===== src/rtl/muldiv_pkg.sv =====
// Shared encodings, FSM state type and small helpers for the EX-stage multiply/divide unit.
package muldiv_pkg;

   localparam logic [5:0] OP_SPECIAL = 6'b000000;
   localparam logic [5:0] FUNC_MFHI  = 6'b010000;
   localparam logic [5:0] FUNC_MTHI  = 6'b010001;
   localparam logic [5:0] FUNC_MFLO  = 6'b010010;
   localparam logic [5:0] FUNC_MTLO  = 6'b010011;
   localparam logic [5:0] FUNC_MULT  = 6'b011000;
   localparam logic [5:0] FUNC_MULTU = 6'b011001;
   localparam logic [5:0] FUNC_DIV   = 6'b011010;
   localparam logic [5:0] FUNC_DIVU  = 6'b011011;

   localparam logic [31:0] DIV_BY_ZERO_LO = 32'hFFFF_FFFF;
   localparam int          STEPS          = 32;

   typedef enum logic [1:0] {
      ST_IDLE = 2'd0,
      ST_MUL  = 2'd1,
      ST_DIV  = 2'd2,
      ST_DONE = 2'd3
   } state_t;

   function automatic logic [31:0] abs_if(input logic [31:0] v, input logic sgn);
      return (sgn & v[31]) ? (~v + 32'd1) : v;
   endfunction

endpackage


===== src/rtl/muldiv_iter.sv =====
// Iterative unsigned datapath: 32 shift-add multiply steps or 32 restoring divide steps.
// done is high during the final step; res_hi/res_lo then carry the finished result.
module muldiv_iter
   import muldiv_pkg::*;
#(
   parameter int ITER_W = 6
) (
   input  logic        clk,
   input  logic        rst,
   input  logic        start,
   input  logic        is_div,
   input  logic        step,
   input  logic [31:0] a,
   input  logic [31:0] b,
   output logic        done,
   output logic [31:0] res_hi,
   output logic [31:0] res_lo
);

   logic [31:0]       acc_hi;
   logic [31:0]       acc_lo;
   logic [31:0]       opnd;
   logic              div_mode;
   logic [ITER_W-1:0] cnt;

   logic [32:0] mul_sum;
   logic [32:0] div_sh;
   logic [31:0] div_diff;
   logic        div_ge;

   // Multiply: acc_lo starts as the multiplier and is shifted out as the product low word.
   // Divide: acc_lo starts as the dividend and collects quotient bits; acc_hi is the remainder.
   always_comb begin
      mul_sum  = {1'b0, acc_hi} + (acc_lo[0] ? {1'b0, opnd} : 33'd0);
      div_sh   = {acc_hi, acc_lo[31]};
      div_ge   = (div_sh >= {1'b0, opnd});
      div_diff = div_sh[31:0] - opnd;
      if (div_mode) begin
         res_hi = div_ge ? div_diff : div_sh[31:0];
         res_lo = {acc_lo[30:0], div_ge};
      end else begin
         res_hi = mul_sum[32:1];
         res_lo = {mul_sum[0], acc_lo[31:1]};
      end
   end

   assign done = step & (cnt == ITER_W'(STEPS - 1));

   always_ff @(posedge clk or posedge rst) begin
      if (rst) begin
         acc_hi   <= '0;
         acc_lo   <= '0;
         opnd     <= '0;
         div_mode <= 1'b0;
         cnt      <= '0;
      end else if (start) begin
         acc_hi   <= '0;
         acc_lo   <= is_div ? a : b;
         opnd     <= is_div ? b : a;
         div_mode <= is_div;
         cnt      <= '0;
      end else if (step) begin
         acc_hi   <= res_hi;
         acc_lo   <= res_lo;
         cnt      <= cnt + ITER_W'(1);
      end
   end

endmodule


===== src/rtl/ex_muldiv.sv =====
// EX-stage MULT/DIV unit with HI/LO, stall request and MFHI/MFLO/MTHI/MTLO paths.
// Build option EX_MULDIV_FAST_MUL_EN: single-cycle multiply; divide stays iterative.
//
// state   | meaning
// IDLE    | accept md op, or serve MTHI/MTLO
// MUL     | 32 shift-add steps
// DIV     | 32 restoring divide steps
// DONE    | result in HI/LO, stall released so the op leaves EX
module ex_muldiv
   import muldiv_pkg::*;
#(
   parameter int ITER_W = 6
) (
   input  logic        clk,
   input  logic        rst,
   input  logic        ex_valid,
   input  logic [5:0]  ex_opcode,
   input  logic [5:0]  ex_func,
   input  logic [31:0] ex_rdata_a,
   input  logic [31:0] ex_rdata_b,
   input  logic        flush,
   output logic        stall_req,
   output logic [31:0] mf_result,
   output logic [31:0] hi,
   output logic [31:0] lo,
   output logic        busy
);

   state_t state;
   logic   neg_q, neg_r, b_zero;

   logic        is_special, op_mul, op_div, op_md, is_signed;
   logic        start, step, done;
   logic [31:0] a_abs, b_abs, res_hi, res_lo, q_fix, r_fix;
   logic [63:0] prod_fix;

   assign is_special = ex_valid & (ex_opcode == OP_SPECIAL);
   assign op_mul     = is_special & ((ex_func == FUNC_MULT) | (ex_func == FUNC_MULTU));
   assign op_div     = is_special & ((ex_func == FUNC_DIV)  | (ex_func == FUNC_DIVU));
   assign op_md      = op_mul | op_div;
   assign is_signed  = (ex_func == FUNC_MULT) | (ex_func == FUNC_DIV);
   assign a_abs      = abs_if(ex_rdata_a, is_signed);
   assign b_abs      = abs_if(ex_rdata_b, is_signed);

`ifdef EX_MULDIV_FAST_MUL_EN
   logic [63:0] fast_a, fast_b, fast_p;
   // Low 64 bits of a sign/zero-extended product equal the 33x33 signed product.
   assign fast_a = {{32{is_signed & ex_rdata_a[31]}}, ex_rdata_a};
   assign fast_b = {{32{is_signed & ex_rdata_b[31]}}, ex_rdata_b};
   assign fast_p = fast_a * fast_b;
   assign start  = (state == ST_IDLE) & op_div & ~flush;
`else
   assign start  = (state == ST_IDLE) & op_md & ~flush;
`endif

   assign step = ((state == ST_MUL) | (state == ST_DIV)) & ~flush;

   muldiv_iter #(.ITER_W(ITER_W)) u_iter (
      .clk    (clk),
      .rst    (rst),
      .start  (start),
      .is_div (op_div),
      .step   (step),
      .a      (a_abs),
      .b      (b_abs),
      .done   (done),
      .res_hi (res_hi),
      .res_lo (res_lo)
   );

   assign prod_fix = neg_q ? (~{res_hi, res_lo} + 64'd1) : {res_hi, res_lo};
   assign q_fix    = neg_q ? (~res_lo + 32'd1) : res_lo;
   assign r_fix    = neg_r ? (~res_hi + 32'd1) : res_hi;

   always_ff @(posedge clk or posedge rst) begin
      if (rst) begin
         state  <= ST_IDLE;
         hi     <= '0;
         lo     <= '0;
         neg_q  <= 1'b0;
         neg_r  <= 1'b0;
         b_zero <= 1'b0;
      end else if (flush) begin
         state <= ST_IDLE;
      end else begin
         case (state)
            ST_IDLE: begin
               if (op_md) begin
                  neg_q  <= is_signed & (ex_rdata_a[31] ^ ex_rdata_b[31]);
                  neg_r  <= is_signed & ex_rdata_a[31];
                  b_zero <= (ex_rdata_b == 32'd0);
`ifdef EX_MULDIV_FAST_MUL_EN
                  if (op_mul) begin
                     hi    <= fast_p[63:32];
                     lo    <= fast_p[31:0];
                     state <= ST_DONE;
                  end else begin
                     state <= ST_DIV;
                  end
`else
                  state <= op_div ? ST_DIV : ST_MUL;
`endif
               end else if (is_special & (ex_func == FUNC_MTHI)) begin
                  hi <= ex_rdata_a;
               end else if (is_special & (ex_func == FUNC_MTLO)) begin
                  lo <= ex_rdata_a;
               end
            end
            ST_MUL: begin
               if (done) begin
                  hi    <= prod_fix[63:32];
                  lo    <= prod_fix[31:0];
                  state <= ST_DONE;
               end
            end
            ST_DIV: begin
               if (done) begin
                  hi    <= r_fix;
                  lo    <= b_zero ? DIV_BY_ZERO_LO : q_fix;
                  state <= ST_DONE;
               end
            end
            default: state <= ST_IDLE;
         endcase
      end
   end

   assign busy      = (state == ST_MUL) | (state == ST_DIV);
   assign stall_req = ((state == ST_IDLE) & op_md) | busy;
   assign mf_result = (is_special & (ex_func == FUNC_MFHI)) ? hi :
                      (is_special & (ex_func == FUNC_MFLO)) ? lo : 32'd0;

endmodule


===== config.mk =====
export PLATFORM = sky130hd
export DESIGN_NAME = ex_muldiv
export DESIGN_NICKNAME = d
export VERILOG_FILES = /design/src/rtl/muldiv_pkg.sv /design/src/rtl/muldiv_iter.sv /design/src/rtl/ex_muldiv.sv
export SDC_FILE = /design/constraint.sdc
export NUM_CORES = 1
export LEC_CHECK = 0
export CAP_MARGIN = 0
export CORE_MARGIN = 4
export CORE_UTILIZATION = 59
export DETAILED_ROUTE_END_ITERATION = 10
export PLACE_DENSITY = 0.88
export SLEW_MARGIN = 40
export SYNTH_ARGS = -nofsm -noshare
export SYNTH_HDL_FRONTEND = slang
export SYNTH_SLANG_ARGS = --single-unit

===== constraint.sdc =====
create_clock -name clk -period 8.9 [get_ports clk]
set_input_delay 2.67 -clock clk [delete_from_list [all_inputs] [get_ports clk]]
set_output_delay 2.67 -clock clk [all_outputs]
set_load 0.05 [all_outputs]

==> flow_summary.ini, run 1 <==
[status]
outcome = complete, no violations

[clocking]
clock_tree.buffer_depth = 2
ctsHoldBuffers = 0
cts.sinks = 172
cts.root.buffer_cell = clkbuf_16
clk-insertion-delay-late_ns = 0.47
ctsResizeCount = 0
cts_tree = built
cts_buffers = 17
cts_max_level = 4
path_clk_slew_ns = 0.07
cts_setup_buffers = 0

[power]
swShare_pct = 57.0
p_switching_mw = 4.29
p_seq_share_pct = 18.7
comb_power_share_pct = 70.9
finalPower_mw = 7.53
p_int_mw = 3.24
cellPowerDensity_mw_per_mm2 = 381
clockPowerShare_pct = 10.4
peakVddDrop_uv = 320
p_leak_nw = 8.48

[min_path]
hp-class = reg2reg
min_to = b_zero$_DFFE_PP0P_
whs_path_depth = 1
min_from = b_zero$_DFFE_PP0P_

[setup_path]
cp-end-kind = output port
crit_path_start_kind = input port
r2r_start = u_iter.acc_hi[25]$_DFFE_PP0P_
crit_fanout = 32
critPathRequiredTime_ns = 6.23
worst-r2r-setup-slack_ns = 1.94
crit_arrival_ns = 5.57
reg2reg_to = hi[20]$_DFFE_PP0P_
worstRegToRegCells = 21
crit_type = in2out

[floorplanning]
start_util_pct = 59.7
die_area_mm2 = 0.0318
io_pins = 178
rows = 62
coreArea_mm2 = 0.0287
die_y_um = 178
die_w_um = 178

[timing]
period_needed_ns = 8.24
clock_skew_ns = 0.0217
finalCritPeriodShare_pct = 92.5
fin_setup_tns_ns = 0
worst_pin_slew_ns = 0.911
setup-violations-final = 0
slew_headroom_pct = 39.1
slew_viol_final = 0
fmax_ghz = 0.121
hold_viol = 0
grt_setup_unrepaired = no

[grt]
antenna_found_initial = 2
overflow = 0
grt_pass1_wl_um = 105000
grt_pass1_vias = 18200
grt_usage_pct = 42.8
grt_max_degree = 85

[route]
drtIter0Drc = 2660
wirelength_um = 69600
viasPerCell = 6.85
via_count = 19200
wl_per_cell_um = 24.8
ant_nets = 0
drc = 0
first_pass_iters = 8

[logic_synthesis]
synthTopCellsByCount = a21oi_1 (295), nor2_1 (264), nand2_1 (262)
synth_seq_cells = 172
synth_top_area_cell = dfrtp_1
synth.most_common_cell = a21oi_1
synthArstFlopShare_pct = 100
syn_inst = 2321
syn_area_per_cell_um2 = 7.38
synth_seq_area_share_pct = 25.1
synth_top_area_share_pct = 25.1
synthTopCellsByArea = dfrtp_1 (25%), a21oi_1 (8.6%), xnor2_1 (6.1%)
synth.cell_area_mm2 = 0.0171
synth-main-ff-cell = dfrtp_1
synth.distinct_cells = 85
ys_warn_count = 0
syn_nets = 2476
synth-edff-count = 0

[final_layout]
final_nets = 2563
syn_to_final_growth_pct = 15.4
layout-drive-gt1-share_pct = 5.08
antenna_cells = 0

[placed_design]
port_buffers = 177
gp_congestion = 1.04
dpl.hpwl_um = 53200

[job]
drv_cap = 0
==> area by class of cell <==
type / count / area [µm²]
Sequential cell: 172 / 4310
Clock buffer: 21 / 480
Multi-Input combinational cell: 1925 / 12000
Inverter: 85 / 324
Timing Repair Buffer: 207 / 2020
Tap cell: 384 / 480
Clock inverter: 11 / 106
Fill cell: 2439 / 8940
==> stage by stage <==
stage | util, % | instances | setup slack (ns) | instance area, µm² | hold slack, ns
final | 68.9 | 2805 | 0.665 | 19800 | 0.508
after global routing | 68.9 | 2805 | 0.622 | 19800 | 0.528
after CTS | 68.8 | 2805 | 0.748 | 19700 | 0.509
after detailed placement | 66.7 | 2773 | 0.763 | 19200 | 0.493
after global placement | 66.5 | 2772 | 0.834 | 19100 | 0.466
after floorplan | - | 2321 | 1.57 | 17100 | 0.450
==> state kept, by name, summed over array words and instances, names as in the netlist <==
name / count
state: 2
neg_r: 1
neg_q: 1
u_iter.cnt: 6
lo: 32
b_zero: 1
hi: 32
u_iter.div_mode: 1
u_iter.acc_hi: 32
u_iter.opnd: 32
u_iter.acc_lo: 32
==> cell usage in the layout (no fill, tap or decap), types with 28 or more instances in the layout <==
cell type	Yosys	final
dfrtp_1	172	170
o31ai_1	35	35
mux2i_1	74	74
and2_1	47	47
inv_1	82	81
buf_4	0	28
nand4_1	29	29
o211ai_1	29	29
clkdlybuf4s50_1	0	176
nor3_1	45	44
nor2_1	264	263
o21ai_0	194	194
xnor2_1	119	119
ha_1	73	73
xor2_1	76	76
nand2_1	262	259
nand3_1	30	30
a21oi_1	295	295
==> critical path, cell delays in order <==
cell	delay, ns
clkdlybuf4s50_1	0.43
nor4b_1	0.43
nand3_1	0.22
or3_2	0.75
nor2_1	0.23
clkdlybuf4s50_1	0.83
==> kinds of logic after synthesis <==
group / after synthesis / synth area share (%)
flops: 172 / 25.1
fa+ha+maj: 75 / 5.57
xor+xnor: 195 / 9.97
mux: 80 / 4.72
compound gates: 778 / 28.1
buf+inv: 224 / 5.03
simple gates: 797 / 21.5
==> power by group through the flow <==
stage | combinational, mW | sequential, mW | clock, mW
finish | 5.33 | 1.41 | 0.782
CTS | 5.16 | 1.39 | 0.778
detailed placement | 5.13 | 1.40 | 0
global route | 5.63 | 1.43 | 0.807
floorplan | 3.08 | 1.78 | 0
global placement | 5.02 | 1.39 | 0
==> layer usage <==
metal	global-route usage [%]	wire, µm	vias up	share of wire (%)
li1	-	-	8516	-
met1	53.5	25900	9034	37
met2	66.3	30900	1301	44
met3	9.98	7250	355	10
met4	27.7	5490	4	7.9
met5	0	39	-	0.056
==> how the worst max path moves through the flow <==
stage | startpoint | end | depth (start not counted)
after floorplan | rst | b_zero$_DFFE_PP0P_ | 1
after global placement | ex_opcode[1] | mf_result[2] | 6
after detailed placement | ex_opcode[1] | mf_result[12] | 6
after CTS | ex_opcode[1] | mf_result[12] | 6
after global routing | ex_opcode[5] | mf_result[31] | 6
final | ex_opcode[1] | mf_result[31] | 6
Note: power is estimated with default switching activity, not from simulation.
==> run 2: changes to the inputs <==
--- a/config.mk
+++ b/config.mk
@@ -6,7 +6,6 @@
 export NUM_CORES = 1
 export LEC_CHECK = 0
 export CAP_MARGIN = 0
-export CORE_MARGIN = 4
 export CORE_UTILIZATION = 59
 export DETAILED_ROUTE_END_ITERATION = 10
 export PLACE_DENSITY = 0.88
==> run 2 against run 1 <==
Worst hold slack gained 0.0089 ns. Sequential cell count unchanged. Register-to-register slack worse by 0.21 ns. Sequential share of layout area about the same. Clock power increased by 5.9%. Setup slack gained 0.049 ns. Non-clock buffer count unchanged. Utilization rose by 0.23 points. Total power grew 1.0%. Largest cell class unchanged.
==> flow_summary.ini, run 2 (synthesis gave the netlist of run 1 again) <==
[status]
outcome = complete, no violations

[floorplanning]
start_util_pct = 59.8
rows = 62
die_w_um = 172
die_y_um = 172
io_pins = 178
coreArea_mm2 = 0.0286
die_area_mm2 = 0.0297

[timing]
finalCritPeriodShare_pct = 92.0
fin_setup_tns_ns = 0
slew_viol_final = 0
worst_pin_slew_ns = 0.965
setup-violations-final = 0
fmax_ghz = 0.122
hold_viol = 0
period_needed_ns = 8.19
slew_headroom_pct = 35.7
finalWorstSetupSlack_ns = 0.714
grt_setup_unrepaired = no
clock_skew_ns = 0.0210

[final_layout]
final_nets = 2563
layout-drive-gt1-share_pct = 4.87
layout_commonest_cell = a21oi_1
most-common-layout-cells = a21oi_1 (295), nor2_1 (263), nand2_1 (260)
fillers = 2354
antenna_cells = 0
syn_to_final_growth_pct = 15.5
final_cell_count_no_fill = 2805

[placed_design]
dpl.hpwl_um = 52000
port_buffers = 177
place_ws_ns = 0.758
gp_congestion = 1.08
place_inst = 2773

[clocking]
cts.root.buffer_cell = clkbuf_16
cts_max_level = 4
cts.sinks = 172
ctsHoldBuffers = 0
cts_buffers = 17
clock_tree.buffer_depth = 2
cts_setup_buffers = 0
ctsResizeCount = 0
cts_tree = built
path_clk_slew_ns = 0.08
clk-insertion-delay-late_ns = 0.47

[power]
p_leak_nw = 8.48
clockPowerShare_pct = 10.9
p_seq_share_pct = 18.9
p_switching_mw = 4.32
peakVddDrop_uv = 256
comb_power_share_pct = 70.2
swShare_pct = 56.8
p_int_mw = 3.28
cellPowerDensity_mw_per_mm2 = 384

[route]
drtIter0Drc = 2763
via_count = 19300
first_pass_iters = 7
wirelength_um = 69100
viasPerCell = 6.88
wl_per_cell_um = 24.6
drc = 0
ant_nets = 0

[setup_path]
cp-end-kind = output port
cp_slowest_cell = clkdlybuf4s50_1
max_stage_delay_ns = 0.85
critPathRequiredTime_ns = 6.23
crit_type = in2out
crit_top_cell = clkdlybuf4s50_1
crit_arrival_ns = 5.52
crit_fanout = 32
crit_chain = clkdlybuf4s50_1, nor3b_1, nand3_1, or3_2, nor2_1, clkdlybuf4s50_1
crit_path_start_kind = input port

[min_path]
hp-class = reg2reg

[grt]
grt_usage_pct = 46.4
grt_max_degree = 96
overflow = 0
grt_pass1_wl_um = 103000
grt_pass1_vias = 17800
antenna_found_initial = 4

[job]
drv_cap = 0
run 2: layout make-up:
class / instances / area (µm²) / area share, %
inverter: 85 / 327 / 1.65
timing repair buffer: 207 / 2020 / 10.2
multi-input combinational: 1925 / 12000 / 60.8
clock inverter: 12 / 171 / 0.867
tap: 384 / 480 / 2.43
sequential: 172 / 4310 / 21.8
clock buffer: 20 / 447 / 2.26
run 2: worst max-delay path: cells and delay by family:
kind	cells	cell delay, ns
buf+inv	2	1.30
simple gates	4	1.53
run 2: through the flow:
step                      utilization [%]  hold slack, ns  cell area (µm²)  power, mW
after floorplan                         -           0.450            17100       4.87
after global placement               66.6           0.479            19100       6.41
after detailed placement             66.9           0.497            19100       6.53
after CTS                            69.0           0.512            19800       7.38
after global routing                 69.1           0.534            19800       7.96
final                                69.1           0.517            19800       7.60
run 2: worst paths after layout:
check                                               from                           to  slack, ns  cells after the start
min reg2reg                           b_zero$_DFFE_PP0P_           b_zero$_DFFE_PP0P_       0.52                      1
min in group asynchronous                            rst            lo[5]$_DFFE_PP0P_       2.72                      2
max                                           ex_func[4]                mf_result[21]       0.71                      6
max reg2reg                u_iter.acc_hi[25]$_DFFE_PP0P_           hi[20]$_DFFE_PP0P_       1.73                     20
min                                   b_zero$_DFFE_PP0P_           b_zero$_DFFE_PP0P_       0.52                      1
max in group asynchronous                            rst  u_iter.div_mode$_DFFE_PP0P_       5.12                      3
run 2: power groups by stage:
| stage | sequential [mW] | combinational (mW) | clock (mW) |
|---|---|---|---|
| 6_report | 1.44 | 5.34 | 0.828 |
| 5_1_grt | 1.46 | 5.65 | 0.851 |
| 4_1_cts | 1.41 | 5.15 | 0.821 |
| 3_5_place_dp | 1.42 | 5.11 | 0 |
| 3_3_place_gp | 1.41 | 5.00 | 0 |
| 2_1_floorplan | 1.78 | 3.08 | 0 |
run 2: layer usage:
layer  wire [µm]  vias up  track usage, %  share of wire, %
met5          45        -               0             0.065
met4        4760        8            29.0               6.9
met3        7930      335            11.2                11
met2       30600     1384            71.8                44
met1       25700     9057            58.0                37
li1            -     8512               -                 -
